<file path="config.mk">
export PLATFORM = sky130hd
export DESIGN_NAME = hazard_scoreboard_flat
export DESIGN_NICKNAME = d
export VERILOG_FILES = /design/src/rtl/hazard_scoreboard_pkg.sv /design/src/rtl/hazard_scoreboard_if.sv /design/src/rtl/hazard_scoreboard_cnt_cell.sv /design/src/rtl/hazard_scoreboard.sv /design/src/flat_wrapper.sv
export SDC_FILE = /design/constraint.sdc
export NUM_CORES = 1
export LEC_CHECK = 0
export ABC_AREA = 1
export CAP_MARGIN = 5
export CORE_MARGIN = 4
export CORE_UTILIZATION = 40
export DETAILED_ROUTE_END_ITERATION = 7
export HOLD_SLACK_MARGIN = 0.12
export MAX_ROUTING_LAYER = met4
export PLACE_DENSITY = 0.67
export SYNTH_ARGS = -nofsm -noshare
export SYNTH_HDL_FRONTEND = slang
export SYNTH_SLANG_ARGS = --single-unit
</file>
<file path="constraint.sdc">
create_clock -name clk -period 3.7 [get_ports clk]
set_clock_uncertainty 0.1 [all_clocks]
set_input_delay 0.37 -clock clk [delete_from_list [all_inputs] [get_ports clk]]
set_output_delay 0.37 -clock clk [all_outputs]
set_load 0.02 [all_outputs]
</file>
<file path="src/rtl/hazard_scoreboard_pkg.sv">
// Shared encodings and defaults for the hazard scoreboard: result-latency classes,
// default latencies and the register-index width.
package hazard_scoreboard_pkg;

    localparam int RIDX_W       = 5;
    localparam int DEF_LOAD_LAT = 1;
    localparam int DEF_MUL_LAT  = 4;

    typedef enum logic [1:0] {
        LAT_ALU     = 2'b00,
        LAT_LOAD    = 2'b01,
        LAT_MUL     = 2'b10,
        LAT_MUL_ALT = 2'b11
    } lat_class_e;

    // A source operand can only hazard if it is really read and is not x0.
    function automatic logic reads_reg(input logic use_i, input logic [RIDX_W-1:0] idx_i);
        return use_i & (idx_i != {RIDX_W{1'b0}});
    endfunction

endpackage

</file>
<file path="src/rtl/hazard_scoreboard_if.sv">
// ID-stage view of the hazard scoreboard: decoded instruction fields in, stall and
// pending-register state out.
interface hazard_scoreboard_if
    import hazard_scoreboard_pkg::*;
#(
    parameter int NREG = 32
);
    logic              id_valid;
    logic [RIDX_W-1:0] id_rs1;
    logic [RIDX_W-1:0] id_rs2;
    logic              id_use_rs1;
    logic              id_use_rs2;
    logic [RIDX_W-1:0] id_rd;
    logic              id_regwrite;
    logic [1:0]        id_lat_class;
    logic              flush;
    logic              stall;
    logic              pending_any;
    logic [NREG-1:0]   pending_mask;

    modport master (
        output id_valid, id_rs1, id_rs2, id_use_rs1, id_use_rs2,
               id_rd, id_regwrite, id_lat_class, flush,
        input  stall, pending_any, pending_mask
    );

    modport slave (
        input  id_valid, id_rs1, id_rs2, id_use_rs1, id_use_rs2,
               id_rd, id_regwrite, id_lat_class, flush,
        output stall, pending_any, pending_mask
    );
endinterface

</file>
<file path="src/rtl/hazard_scoreboard_cnt_cell.sv">
// One per-register countdown: loads a latency on issue, otherwise counts down to zero
// and holds there.
module hazard_cnt_cell #(
    parameter int CW = 3
) (
    input  logic          clk,
    input  logic          rst,
    input  logic          load_i,
    input  logic [CW-1:0] load_val_i,
    output logic [CW-1:0] cnt_o,
    output logic          nz_o
);
    logic [CW-1:0] cnt_q;
    logic [CW-1:0] cnt_d;

    // Next count: a fresh issue overrides the decrement of the older write.
    always_comb begin
        cnt_d = cnt_q;
        if (load_i) begin
            cnt_d = load_val_i;
        end else if (cnt_q != {CW{1'b0}}) begin
            cnt_d = cnt_q - {{(CW-1){1'b0}}, 1'b1};
        end else begin
            cnt_d = cnt_q;
        end
    end

    // Counter register.
    always_ff @(posedge clk or posedge rst) begin
        if (rst) begin
            cnt_q <= {CW{1'b0}};
        end else begin
            cnt_q <= cnt_d;
        end
    end

    assign cnt_o = cnt_q;
    assign nz_o  = (cnt_q != {CW{1'b0}});
endmodule

</file>
<file path="src/rtl/hazard_scoreboard.sv">
// ID-stage scoreboard stalling on RAW/WAW hazards against loads and MUL/DIV results.
// Optional HAZARD_STATS_EN adds stall_cycles_o / raw_stalls_o event counters.
module hazard_scoreboard
    import hazard_scoreboard_pkg::*;
#(
    parameter int NREG     = 32,
    parameter int LOAD_LAT = DEF_LOAD_LAT,
    parameter int MUL_LAT  = DEF_MUL_LAT,
    parameter int CW       = 3
) (
    input  logic                clk,
    input  logic                rst,
    hazard_scoreboard_if.slave  sb
`ifdef HAZARD_STATS_EN
    ,
    output logic [31:0]         stall_cycles_o,
    output logic [31:0]         raw_stalls_o
`endif
);
    logic [CW-1:0]   cnt_s [NREG];
    logic [NREG-1:0] nz_s;
    logic [CW-1:0]   lat_s;
    logic            raw1_s;
    logic            raw2_s;
    logic            waw_s;
    logic            stall_s;
    logic            issue_s;

    assign cnt_s[0] = {CW{1'b0}};
    assign nz_s[0]  = 1'b0;

    genvar r;
    generate
        for (r = 1; r < NREG; r++) begin : g_cell
            hazard_cnt_cell #(.CW(CW)) u_cell (
                .clk        (clk),
                .rst        (rst),
                .load_i     (issue_s & sb.id_regwrite & (sb.id_rd == RIDX_W'(r))),
                .load_val_i (lat_s),
                .cnt_o      (cnt_s[r]),
                .nz_o       (nz_s[r])
            );
        end
    endgenerate

    // Result latency of the instruction in ID.
    always_comb begin
        lat_s = {CW{1'b0}};
        case (sb.id_lat_class)
            LAT_ALU:  lat_s = {CW{1'b0}};
            LAT_LOAD: lat_s = CW'(LOAD_LAT);
            default:  lat_s = CW'(MUL_LAT);
        endcase
    end

    // A younger write may not finish before an older, slower write to the same rd.
    assign raw1_s  = reads_reg(sb.id_use_rs1, sb.id_rs1) & nz_s[sb.id_rs1];
    assign raw2_s  = reads_reg(sb.id_use_rs2, sb.id_rs2) & nz_s[sb.id_rs2];
    assign waw_s   = sb.id_regwrite & (sb.id_rd != {RIDX_W{1'b0}}) & (cnt_s[sb.id_rd] > lat_s);
    assign stall_s = sb.id_valid & ~sb.flush & (raw1_s | raw2_s | waw_s);
    assign issue_s = sb.id_valid & ~sb.flush & ~stall_s;

    assign sb.stall        = stall_s;
    assign sb.pending_mask = nz_s;
    assign sb.pending_any  = |nz_s;

`ifdef HAZARD_STATS_EN
    logic [31:0] stall_cycles_q;
    logic [31:0] raw_stalls_q;

    // Free-running stall statistics, wrapping naturally at 2^32.
    always_ff @(posedge clk or posedge rst) begin
        if (rst) begin
            stall_cycles_q <= 32'd0;
            raw_stalls_q   <= 32'd0;
        end else begin
            if (stall_s) begin
                stall_cycles_q <= stall_cycles_q + 32'd1;
            end
            if (stall_s & (raw1_s | raw2_s)) begin
                raw_stalls_q <= raw_stalls_q + 32'd1;
            end
        end
    end

    assign stall_cycles_o = stall_cycles_q;
    assign raw_stalls_o   = raw_stalls_q;
`endif
endmodule
</file>
<file path="src/flat_wrapper.sv">
// flat-port wrapper written by rule: the top's interface ports become plain ports
module hazard_scoreboard_flat import hazard_scoreboard_pkg::*;
#(
    parameter int NREG     = 32,
    parameter int LOAD_LAT = DEF_LOAD_LAT,
    parameter int MUL_LAT  = DEF_MUL_LAT,
    parameter int CW       = 3
)
  (clk, rst, sb_id_valid, sb_id_rs1, sb_id_rs2, sb_id_use_rs1, sb_id_use_rs2, sb_id_rd, sb_id_regwrite, sb_id_lat_class, sb_flush, sb_stall, sb_pending_any, sb_pending_mask);
  hazard_scoreboard_if #(.NREG(NREG)) sb_i ();
  input  logic clk;
  input  logic rst;
  input wire logic [$bits(sb_i.id_valid)-1:0] sb_id_valid;
  input wire logic [$bits(sb_i.id_rs1)-1:0] sb_id_rs1;
  input wire logic [$bits(sb_i.id_rs2)-1:0] sb_id_rs2;
  input wire logic [$bits(sb_i.id_use_rs1)-1:0] sb_id_use_rs1;
  input wire logic [$bits(sb_i.id_use_rs2)-1:0] sb_id_use_rs2;
  input wire logic [$bits(sb_i.id_rd)-1:0] sb_id_rd;
  input wire logic [$bits(sb_i.id_regwrite)-1:0] sb_id_regwrite;
  input wire logic [$bits(sb_i.id_lat_class)-1:0] sb_id_lat_class;
  input wire logic [$bits(sb_i.flush)-1:0] sb_flush;
  output wire logic [$bits(sb_i.stall)-1:0] sb_stall;
  output wire logic [$bits(sb_i.pending_any)-1:0] sb_pending_any;
  output wire logic [$bits(sb_i.pending_mask)-1:0] sb_pending_mask;
  assign sb_i.id_valid = sb_id_valid;
  assign sb_i.id_rs1 = sb_id_rs1;
  assign sb_i.id_rs2 = sb_id_rs2;
  assign sb_i.id_use_rs1 = sb_id_use_rs1;
  assign sb_i.id_use_rs2 = sb_id_use_rs2;
  assign sb_i.id_rd = sb_id_rd;
  assign sb_i.id_regwrite = sb_id_regwrite;
  assign sb_i.id_lat_class = sb_id_lat_class;
  assign sb_i.flush = sb_flush;
  assign sb_stall = sb_i.stall;
  assign sb_pending_any = sb_i.pending_any;
  assign sb_pending_mask = sb_i.pending_mask;
  hazard_scoreboard #(.NREG(NREG), .LOAD_LAT(LOAD_LAT), .MUL_LAT(MUL_LAT), .CW(CW)) u_core (.clk(clk), .rst(rst), .sb(sb_i));
endmodule
</file>
# == After elaboration in Yosys (flattened, before gate mapping) ==
# Index checks and enable logic that the tools add are counted.
# word_totals
register_bits,93
inputBits,24
out_inout_bits,34
# op_classes
n_addsub,31
n_lt_le_gt_ge,4
n_eq_ne,32
muxes,70
n_bitwise,46
reduce_logical,67
# op_table
op,n
3-bit two-way mux,64
3-bit nonzero test,31
"3-bit by 1-bit subtractor with 3-bit output, second input constant",31
"5-bit == test, second input constant",16
2-bit nonzero test,31
1-bit AND,41
"5-bit by 4-bit == test with 1-bit output, second input constant",8
31-bit OR reduction,1
"5-bit by 3-bit == test with 1-bit output, second input constant",4
3-bit binary-select mux with 5-bit select,1
5-bit nonzero test,3
"5-bit by 6-bit < comparator with 1-bit output, second input constant",2
1-bit binary-select mux with 5-bit select,2
"5-bit by 2-bit == test with 1-bit output, second input constant",2
"6-bit >= comparator, second input constant",1
5-bit NOT with 6-bit output,1
3-bit case mux with 2 select lines,1
"5-bit by 1-bit == test with 1-bit output, second input constant",1
3-bit greater-than comparator,1
"2-bit by 1-bit == test with 1-bit output, second input constant",1
2-bit logical NOT,1
1-bit two-way mux,2
1-bit NOT,2
1-bit OR,2

# == Logic depth before layout (Yosys ltp) ==
# Gate-level depths: netlist of run 1.
# logic_depth
word_depth,13
ltp_mapped,18
mapped_depth_nobuf,15

# == Cells and area by module ==
# Synthesis of run 1 repeated with hierarchy kept, for this count alone.
# hier_totals
hier_cells,1392
hier_area_um2,8438.1
# by_module_without_submodules
module,n_inst,cells_each,area_each_um2
hazard_cnt_cell,31,30,203.9
hazard_scoreboard,1,462,2115.8

# == Worst setup path after synthesis of run 1 ==
# No wires, ideal clock.
# synth_timing
kind,in2out
startpoint,input sb_id_rd[1]
endpoint,output sb_stall
arrival_time_ps,2859
setup_slack_ps,371
cell_stages,15
path_buffers,4
path_cell_list,buf_2 -> nand2_2 -> buf_1 -> o22ai_1 -> a221oi_1 -> o211ai_1 -> o22ai_1 -> ha_1 -> nand2_1 -> o21ai_0 -> a21oi_2 -> nor2_4 -> buf_4 -> buf_2 -> nor3_1
# synth_via
elab_chain_cells,8
elab_cells_between_ends,10
classes_between,1 x order compare; 3 x mux; 5 x bitwise; 1 x reduce/logical
# synth_lines
element,line,source
start: declaration,flat_wrapper.sv:18,input wire logic [$bits(sb_i.id_rd)-1:0] sb_id_rd;
5-bit NOT with 6-bit output (not written as such),hazard_scoreboard.sv:59,assign waw_s = sb.id_regwrite & (sb.id_rd != {RIDX_W{1'b0}}) & (cnt_s[sb.id_rd] > lat_s);
3-bit binary-select mux with 5-bit select,hazard_scoreboard.sv:59,
3-bit two-way mux (not written as such) (2 in series),hazard_scoreboard.sv:59,
3-bit greater-than comparator,hazard_scoreboard.sv:59,
1-bit AND (*),hazard_scoreboard.sv:59,
1-bit OR (*),hazard_scoreboard.sv:60,assign stall_s = sb.id_valid & ~sb.flush & (raw1_s | raw2_s | waw_s);
1-bit AND (*),hazard_scoreboard.sv:60,
end: declaration,flat_wrapper.sv:22,output wire logic [$bits(sb_i.stall)-1:0] sb_stall;
# Mark *: on every way between the ends. The rest lies on a longest branch, timed or not. The select of a mux whose other input is x is not followed.

# == Worst setup path in the final report of run 1 ==
# Ends and elaborated chain as after synthesis.

==> summary.log, run 1 <==
[final_layout] # fillers 1,890
[floorplan] starting utilization of the core area 41.17%
[power_and_ir_drop] areal power density over the cells 788.5 mW/mm2
[drt] Detail Route Antenna Nets 0
[final_layout] Layout Nets 1,259
[yosys] syn_nets 1,230
[cts] total clock buffers created by CTS 9
[cts] clock tree from TritonCTS yes
[timing] worst slew pin tran 590.1 ps
[global_route] antenna violations before repair 1
[setup_path] maximum fanout count along the critical path 19
[cts] clock latency of the later-clocked register in the worst-skew pair 360 ps
[yosys] post-synthesis instance total 1,142
[global_route] remaining global-route overflow 0
[timing] highest clock frequency the design can meet 0.2882 GHz
[cts] root buf cell clkbuf_16
[drt] Starting DRT DRC Count 632
[global_route] number of global-route vias before repair 7,122
[timing] share of the cycle needed by the critical path after routing 93.77%
[final_layout] share of the core filled with cells 47.29%
[drt] DR vias/cell 5.360
[cts] maximum clock path buffer count 2
[placement] placer's final routability congestion estimate 0.9588
[yosys] area leader, netlist dfrtp_1
[hold_path] class of the worst hold path in2async
[final_layout] share of layout cells above drive strength 1 6.298%
[setup_path] Critical R2R Launch u_core.g_cell[15].u_cell.cnt_o[0]
[setup_path] Worst Setup SP sb_id_rd[1]
[cts] clock edge transition at the registers on the reported setup and hold paths 60 ps
[setup_path] slowest stage cell, crit path clkdlybuf4s50_1
[power_and_ir_drop] Pwr Total 7067 uW
[yosys] largest cells by area after synthesis dfrtp_1 30%, nand2_1 16%, ha_1 10%
[yosys] cell area after synthesis 0.007804 mm2
[power_and_ir_drop] Max IR drop VDD 0.3133 mV
[drt] remaining routing DRC violations 0
[floorplan] Die Wd 147.7 um
[yosys] total of flip-flops plus latches after synthesis 93
[drt] sum of routed wire length over all layers 23,810 um
[power_and_ir_drop] Leakage 0.004605 uW
[global_route] pin count of the biggest net entering global routing 125
[setup_path] arrival time at the worst endpoint 3000 ps
[placement] post-placement cell area 0.008621 mm2
[placement] Detailed Place HPWL 17,370 um
[cts] number of clock sinks seen by CTS 93
[final_layout] summed area of non-filler cells in the final layout 0.008964 mm2
[yosys] area fraction of the dominant cell type after synthesis 29.82%
[cts] CTS H-tree depth 3
[floorplan] height of the chip 147.7 um
[drt] average detailed-routed wire length per instance 16.58 um
[global_route] Global Route Usage Sum 22.66%
[floorplan] core area 0.01896 mm2
[timing] # setup viols final 0
[drt] Detailed Routing Iterations Pass 1 6
[floorplan] number of top-level design ports 58
[timing] count of final hold-check violations 0
[timing] tightest hold margin 302.2 ps
[timing] max-slew headroom at the worst pin 60.36%
[yosys] Netlist cell types 34
[floorplan] Die Outline Area 0.02181 mm2
[final_layout] number of flip-flops under the largest register name 93
[setup_path] Data required, critical path 3230 ps
[drt] total number of vias 7,697
[final_layout] Area growth syn-to-layout 14.86%
[yosys] Yosys warning total 0
[setup_path] buffers plus inverters on the worst setup path 4
[setup_path] sequence of cells on the critical path clkdlybuf4s50_1, inv_2, nand2_1, buf_12, o22ai_1, o21ai_0, a41oi_1, ha_1, nand2_1, o21ai_0, a21oi_2, nor2_4, nor3_1, clkbuf_2
[final_layout] most common cell after layout, fill and taps aside nand2_1
[job] number of max-capacitance violations reported 0
[setup_path] type of element capturing the critical path output port
[placement] total of buffers placed on input and output ports 56
[final_layout] most frequent cells in the layout 324 x nand2_1, 123 x inv_1, 93 x dfrtp_1, 79 x o21ai_0, 77 x nand3_1
[timing] minimum clock period after layout 3470 ps
[yosys] Avg Synthesized Cell Area 6.833 um2
[setup_path] Worst setup SP type primary input
[cts] number of buffers inserted by post-CTS setup repair 0
[setup_path] CP Class in2out
[outcome] run status completed
[yosys] share of synthesized area occupied by flip-flops and latches 29.82%
[floorplan] row count 50
[setup_path] Worst path max stage delay 490 ps
[setup_path] family with the most delay on the worst path compound AO/OA/AOI/OAI gates
[timing] TNS Setup 0 ps
[timing] Max Slew Vio Count 0
[cts] hold-fix buffer count after cts 0
[global_route] global-route wire length before repair 38,190 um
[timing] unrepaired setup endpoints after global routing false
## where the power goes
part	leakage (uW)	internal (uW)	total (uW)	switching, uW
combinational	0.00336	1520	4020	2490
clock	0.000162	655	1070	412
sequential	0.00109	1600	1980	388
## what timing repair did
action	CTS	global route
setup endpoints to repair	1	55
resized for setup	1	8
hold endpoints to repair	0	0
## layout make-up
cell class                      instances  area, um2  share of cell area [%]
Sequential cell                        93       2327                   25.96
Clock buffer                           10      229.0                   2.554
Multi-Input combinational cell        835       4528                   50.52
Tap cell                              260      325.3                   3.629
Timing Repair Buffer                  102      960.9                   10.72
Antenna cell                            1      2.502                 0.02792
Inverter                              130      490.5                   5.472
Clock inverter                          5      100.1                   1.117
## metal layers
layer	track usage (%)	vias to the layer above	wire [um]
met5	-	-	0
met4	7.829	0	504
met3	4.445	30	1676
met2	33.54	250	10540
met1	31.03	3566	11090
li1	-	3851	-
## stage by stage
step           setup slack [ps]  cells
6_report                  230.4   1436
5_1_grt                   48.29   1436
4_1_cts                   69.95   1435
3_5_place_dp             -213.6   1420
3_3_place_gp             -240.2   1420
2_1_floorplan             371.0   1142
## Yosys cell counts
library cell  count
nand2_2           1
or4_1             1
buf_6             1
a41oi_1           1
nor2_1           45
nand3_1          77
nor3b_1           1
or2_2             1
buf_2            19
xor2_1           31
clkbuf_1         24
nand3b_1          1
a21oi_2           1
ha_1             64
buf_4            34
o31ai_1           1
nand2_1         324
nor2_4            1
o21ai_1           1
o211ai_1          2
o22ai_1          30
a221oi_1          1
clkinv_1          1
dfrtp_1          93
nor3_1           30
buf_1             6
conb_1            1
inv_1           124
o21ai_0          80
a21oi_1          37
a31oi_1          31
inv_2             5
nor4_1            5
nand4_1          67
## path summary, 6_finish.rpt
| path | endpoint | slack [ps] | cells past startpoint |
|---|---|---|---|
| worst min register to register | u_core.g_cell[21].u_cell.cnt_o[2] | 450 | 3 |
| worst max-delay path | sb_stall | 230 | 14 |
| worst max register to register | u_core.g_cell[7].u_cell.cnt_o[2] | 740 | 17 |
| max in group asynchronous | u_core.g_cell[5].u_cell.cnt_o[1] | 2520 | 3 |
| min in group clk | u_core.g_cell[21].u_cell.cnt_o[2] | 450 | 3 |
| worst min-delay path | u_core.g_cell[21].u_cell.cnt_o[0] | 300 | 2 |
## logic make-up (layout without fill, tap and decap cells)
| logic type | count (synthesis) | count (layout) | share of synthesized area, % |
|---|---|---|---|
| AO/OA/AOI/OAI | 185 | 185 | 13.08 |
| XOR/XNOR | 31 | 31 | 3.479 |
| adder cells (fa/ha/maj) | 64 | 64 | 10.26 |
| buffers and inverters | 214 | 247 | 12.33 |
| flip-flops | 93 | 93 | 29.82 |
| other | 1 | 2 | 0.04805 |
| AND/OR/NAND/NOR | 554 | 554 | 30.98 |
Power figures use the tool's default switching activity.
==> run 2: changes to the inputs <==
DONT_BUFFER_PORTS = 1   (was unset)
PLACE_DENSITY = 0.63   (was 0.67)
SKIP_CTS_REPAIR_TIMING = 1   (was unset)
==> run 2 against run 1 <==
Core utilization fell by 3.9 points. Global-route usage decreased by 0.16 points. Non-clock buffer count down 77. Flip-flop and latch count unchanged. Clock-buffer cell count down 1. First-iteration DRC count decreased by 14%. Critical path type is now reg2out. Largest cell class unchanged. Largest power group unchanged.
==> summary.log, run 2 (synthesis gave the netlist of run 1 again) <==
[final_layout] share of the core filled with cells 43.35% [was 47.29%]
[floorplan] row count 50 [unchanged]
[setup_path] maximum fanout count along the critical path 8 [was 19]
[power_and_ir_drop] Leakage 0.004243 uW [was 0.004605 uW]
[final_layout] Layout Nets 1,182 [was 1,259]
[timing] # setup viols final 0 [unchanged]
[final_layout] # fillers 1,959 [was 1,890]
[timing] minimum clock period after layout 3297 ps [was 3470 ps]
[placement] Cells after DPL 1,340 [was 1,420]
[setup_path] arrival time at the worst endpoint 2830 ps [was 3000 ps]
[global_route] remaining global-route overflow 0 [unchanged]
[hold_path] class of the worst hold path in2reg [was in2async]
[setup_path] type of element capturing the critical path output port [unchanged]
[global_route] number of global-route vias before repair 6,782 [was 7,122]
[cts] CTS H-tree depth 3 [unchanged]
[final_layout] share of layout cells above drive strength 1 4.641% [was 6.298%]
[final_layout] number of flip-flops under the largest register name 93 [unchanged]
[power_and_ir_drop] areal power density over the cells 818.2 mW/mm2 [was 788.5 mW/mm2]
[global_route] global-route wire length before repair 37,790 um [was 38,190 um]
[global_route] antenna violations before repair 0 [was 1]
[cts] clock latency of the later-clocked register in the worst-skew pair 360 ps [about the same]
[drt] average detailed-routed wire length per instance 17.89 um [was 16.58 um]
[hold_path] source of the worst hold timing path sb_id_rd[4]
[timing] unrepaired setup endpoints after global routing false [unchanged]
[global_route] pin count of the biggest net entering global routing 125 [unchanged]
[power_and_ir_drop] Gate power share 54.7% [was 56.8%]
[timing] max-slew headroom at the worst pin 46.45% [was 60.36%]
[timing] worst slew pin tran 803.3 ps [was 590.1 ps]
[drt] DR vias/cell 5.494 [was 5.360]
[floorplan] core area 0.01896 mm2 [unchanged]
[cts] clock tree from TritonCTS yes [unchanged]
[hold_path] hold depth 3
[drt] remaining routing DRC violations 0 [unchanged]
[floorplan] starting utilization of the core area 41.17% [unchanged]
[cts] clock edge transition at the registers on the reported setup and hold paths 70 ps [was 60 ps]
[placement] total of buffers placed on input and output ports 0 [was 56]
[timing] highest clock frequency the design can meet 0.3033 GHz [was 0.2882 GHz]
[setup_path] Data required, critical path 3230 ps [about the same]
[cts] total clock buffers created by CTS 9 [unchanged]
[power_and_ir_drop] net switching power 3260 uW [was 3295 uW]
[final_layout] most common cell after layout, fill and taps aside nand2_1 [unchanged]
[final_layout] summed area of non-filler cells in the final layout 0.008218 mm2 [was 0.008964 mm2]
[setup_path] Worst setup SP type flip-flop [was primary input]
[timing] share of the cycle needed by the critical path after routing 89.12% [was 93.77%]
[setup_path] CP Class reg2out [was in2out]
[drt] Detailed Routing Iterations Pass 1 6 [unchanged]
[power_and_ir_drop] Max IR drop VDD 0.2696 mV [was 0.3133 mV]
[outcome] run status completed [unchanged]
[placement] Detailed Place HPWL 17,370 um [about the same]
[power_and_ir_drop] portion of total power attributed to sequential cells 29.9% [was 28.1%]
[floorplan] height of the chip 147.7 um [unchanged]
[timing] count of final hold-check violations 0 [unchanged]
[drt] Detail Route Antenna Nets 0 [unchanged]
[cts] maximum clock path buffer count 2 [unchanged]
[job] number of max-capacitance violations reported 0 [unchanged]
[final_layout] antenna diode instance count 0 [was 1]
[placement] post-placement cell area 0.007855 mm2 [was 0.008621 mm2]
[timing] TNS Setup 0 ps [unchanged]
[setup_path] slack of the worst reg-to-reg path 760 ps [was 740 ps]
[drt] sum of routed wire length over all layers 24,320 um [was 23,810 um]
[power_and_ir_drop] total internal power 3464 uW [was 3773 uW]
[timing] Max Slew Vio Count 0 [unchanged]
[cts] root buf cell clkbuf_16 [unchanged]
[floorplan] number of top-level design ports 58 [unchanged]
[cts] number of clock sinks seen by CTS 93 [unchanged]
[setup_path] Reg-to-Reg End u_core.g_cell[5].u_cell.cnt_o[2] [was u_core.g_cell[7].u_cell.cnt_o[2]]
[placement] Setup WS pre-CTS 462.8 ps [was -213.6 ps]
[placement] placer's final routability congestion estimate 0.9998 [was 0.9588]
[setup_path] Critical R2R Launch u_core.g_cell[14].u_cell.cnt_o[0] [was u_core.g_cell[15].u_cell.cnt_o[0]]
[final_layout] most frequent cells in the layout 324 x nand2_1, 123 x inv_1, 93 x dfrtp_1, 80 x o21ai_0, 77 x nand3_1 [was 324 x nand2_1, 123 x inv_1, 93 x dfrtp_1, 79 x o21ai_0, 77 x nand3_1]
[drt] Starting DRT DRC Count 544 [was 632]
[hold_path] endpoint of the worst hold-timing path u_core.g_cell[7].u_cell.cnt_o[2]
[global_route] Global Route Usage Sum 22.50% [was 22.66%]
[final_layout] number of standard cells in the final layout excluding fillers 1,359 [was 1,436]
[power_and_ir_drop] switching fraction of total power 48.48% [was 46.62%]
[drt] total number of vias 7,467 [was 7,697]
[timing] post-route setup slack 402.7 ps [was 230.4 ps]
[power_and_ir_drop] clock network fraction of total power 15.4% [was 15.1%]
[setup_path] logic depth of the worst register-to-register path 16 [was 17]
[floorplan] Die Wd 147.7 um [unchanged]
[final_layout] Area growth syn-to-layout 5.307% [was 14.86%]
[floorplan] Die Outline Area 0.02181 mm2 [unchanged]
==> run 2: metal layers <==
metal / GRT usage, % / vias to the layer above / routed length [um]
met4: 6.384 / 0 / 508
met3: 4.231 / 37 / 1762
li1: - / 3700 / -
met2: 34.76 / 238 / 11030
met1: 30.32 / 3492 / 11010
met5: - / - / 0
==> run 2: power by group through the flow <==
stage	clock network, uW	registers, uW	logic (uW)
final	1040	2010	3680
after CTS	1050	2000	3660
after floorplan	0	1880	3080
after detailed placement	0	2010	3630
after global routing	1100	2060	4230
after global placement	0	1990	3590
==> run 2: final cells by class <==
cell class	count	area (um2)	share of cell area [%]
multi-input cells	835	4522	55.02
flip-flops and latches	93	2327	28.32
well taps	260	325.3	3.959
clock buffers	9	225.2	2.741
inverters	130	490.5	5.968
clock inverters	7	97.59	1.188
repair buffers	25	230.2	2.801
==> run 2: how the worst max path moves through the flow <==
stage,start,end,cells past startpoint,slack [ps]
after floorplan,sb_id_rd[1],sb_stall,15,370
after global placement,sb_id_rd[1],sb_stall,15,490
after detailed placement,sb_id_rd[1],u_core.g_cell[3].u_cell.cnt_o[2],16,460
after CTS,u_core.g_cell[11].u_cell.cnt_o[1],sb_stall,14,400
after global routing,u_core.g_cell[11].u_cell.cnt_o[1],sb_stall,14,270
final,u_core.g_cell[11].u_cell.cnt_o[1],sb_stall,14,400
==> run 2: through the flow <==
stage	power, uW	hold slack [ps]
2_1_floorplan	4964	422.8
3_3_place_gp	5577	365.7
5_1_grt	7383	161.2
3_5_place_dp	5648	359.3
6_report	6724	157.8
4_1_cts	6716	-26.43
==> run 2: worst max-delay path, cell delays in order (launching register included) <==
cell,delay [ps]
dfrtp_1,430
inv_1,80
ha_1,180
nand2_1,430
nand2_1,120
nand3_1,120
nand2_1,50
nor2_1,130
nor2_1,60
nor2_1,100
nand2_1,90
nand2_1,160
nor2_4,70
nor3_1,240
buf_4,200
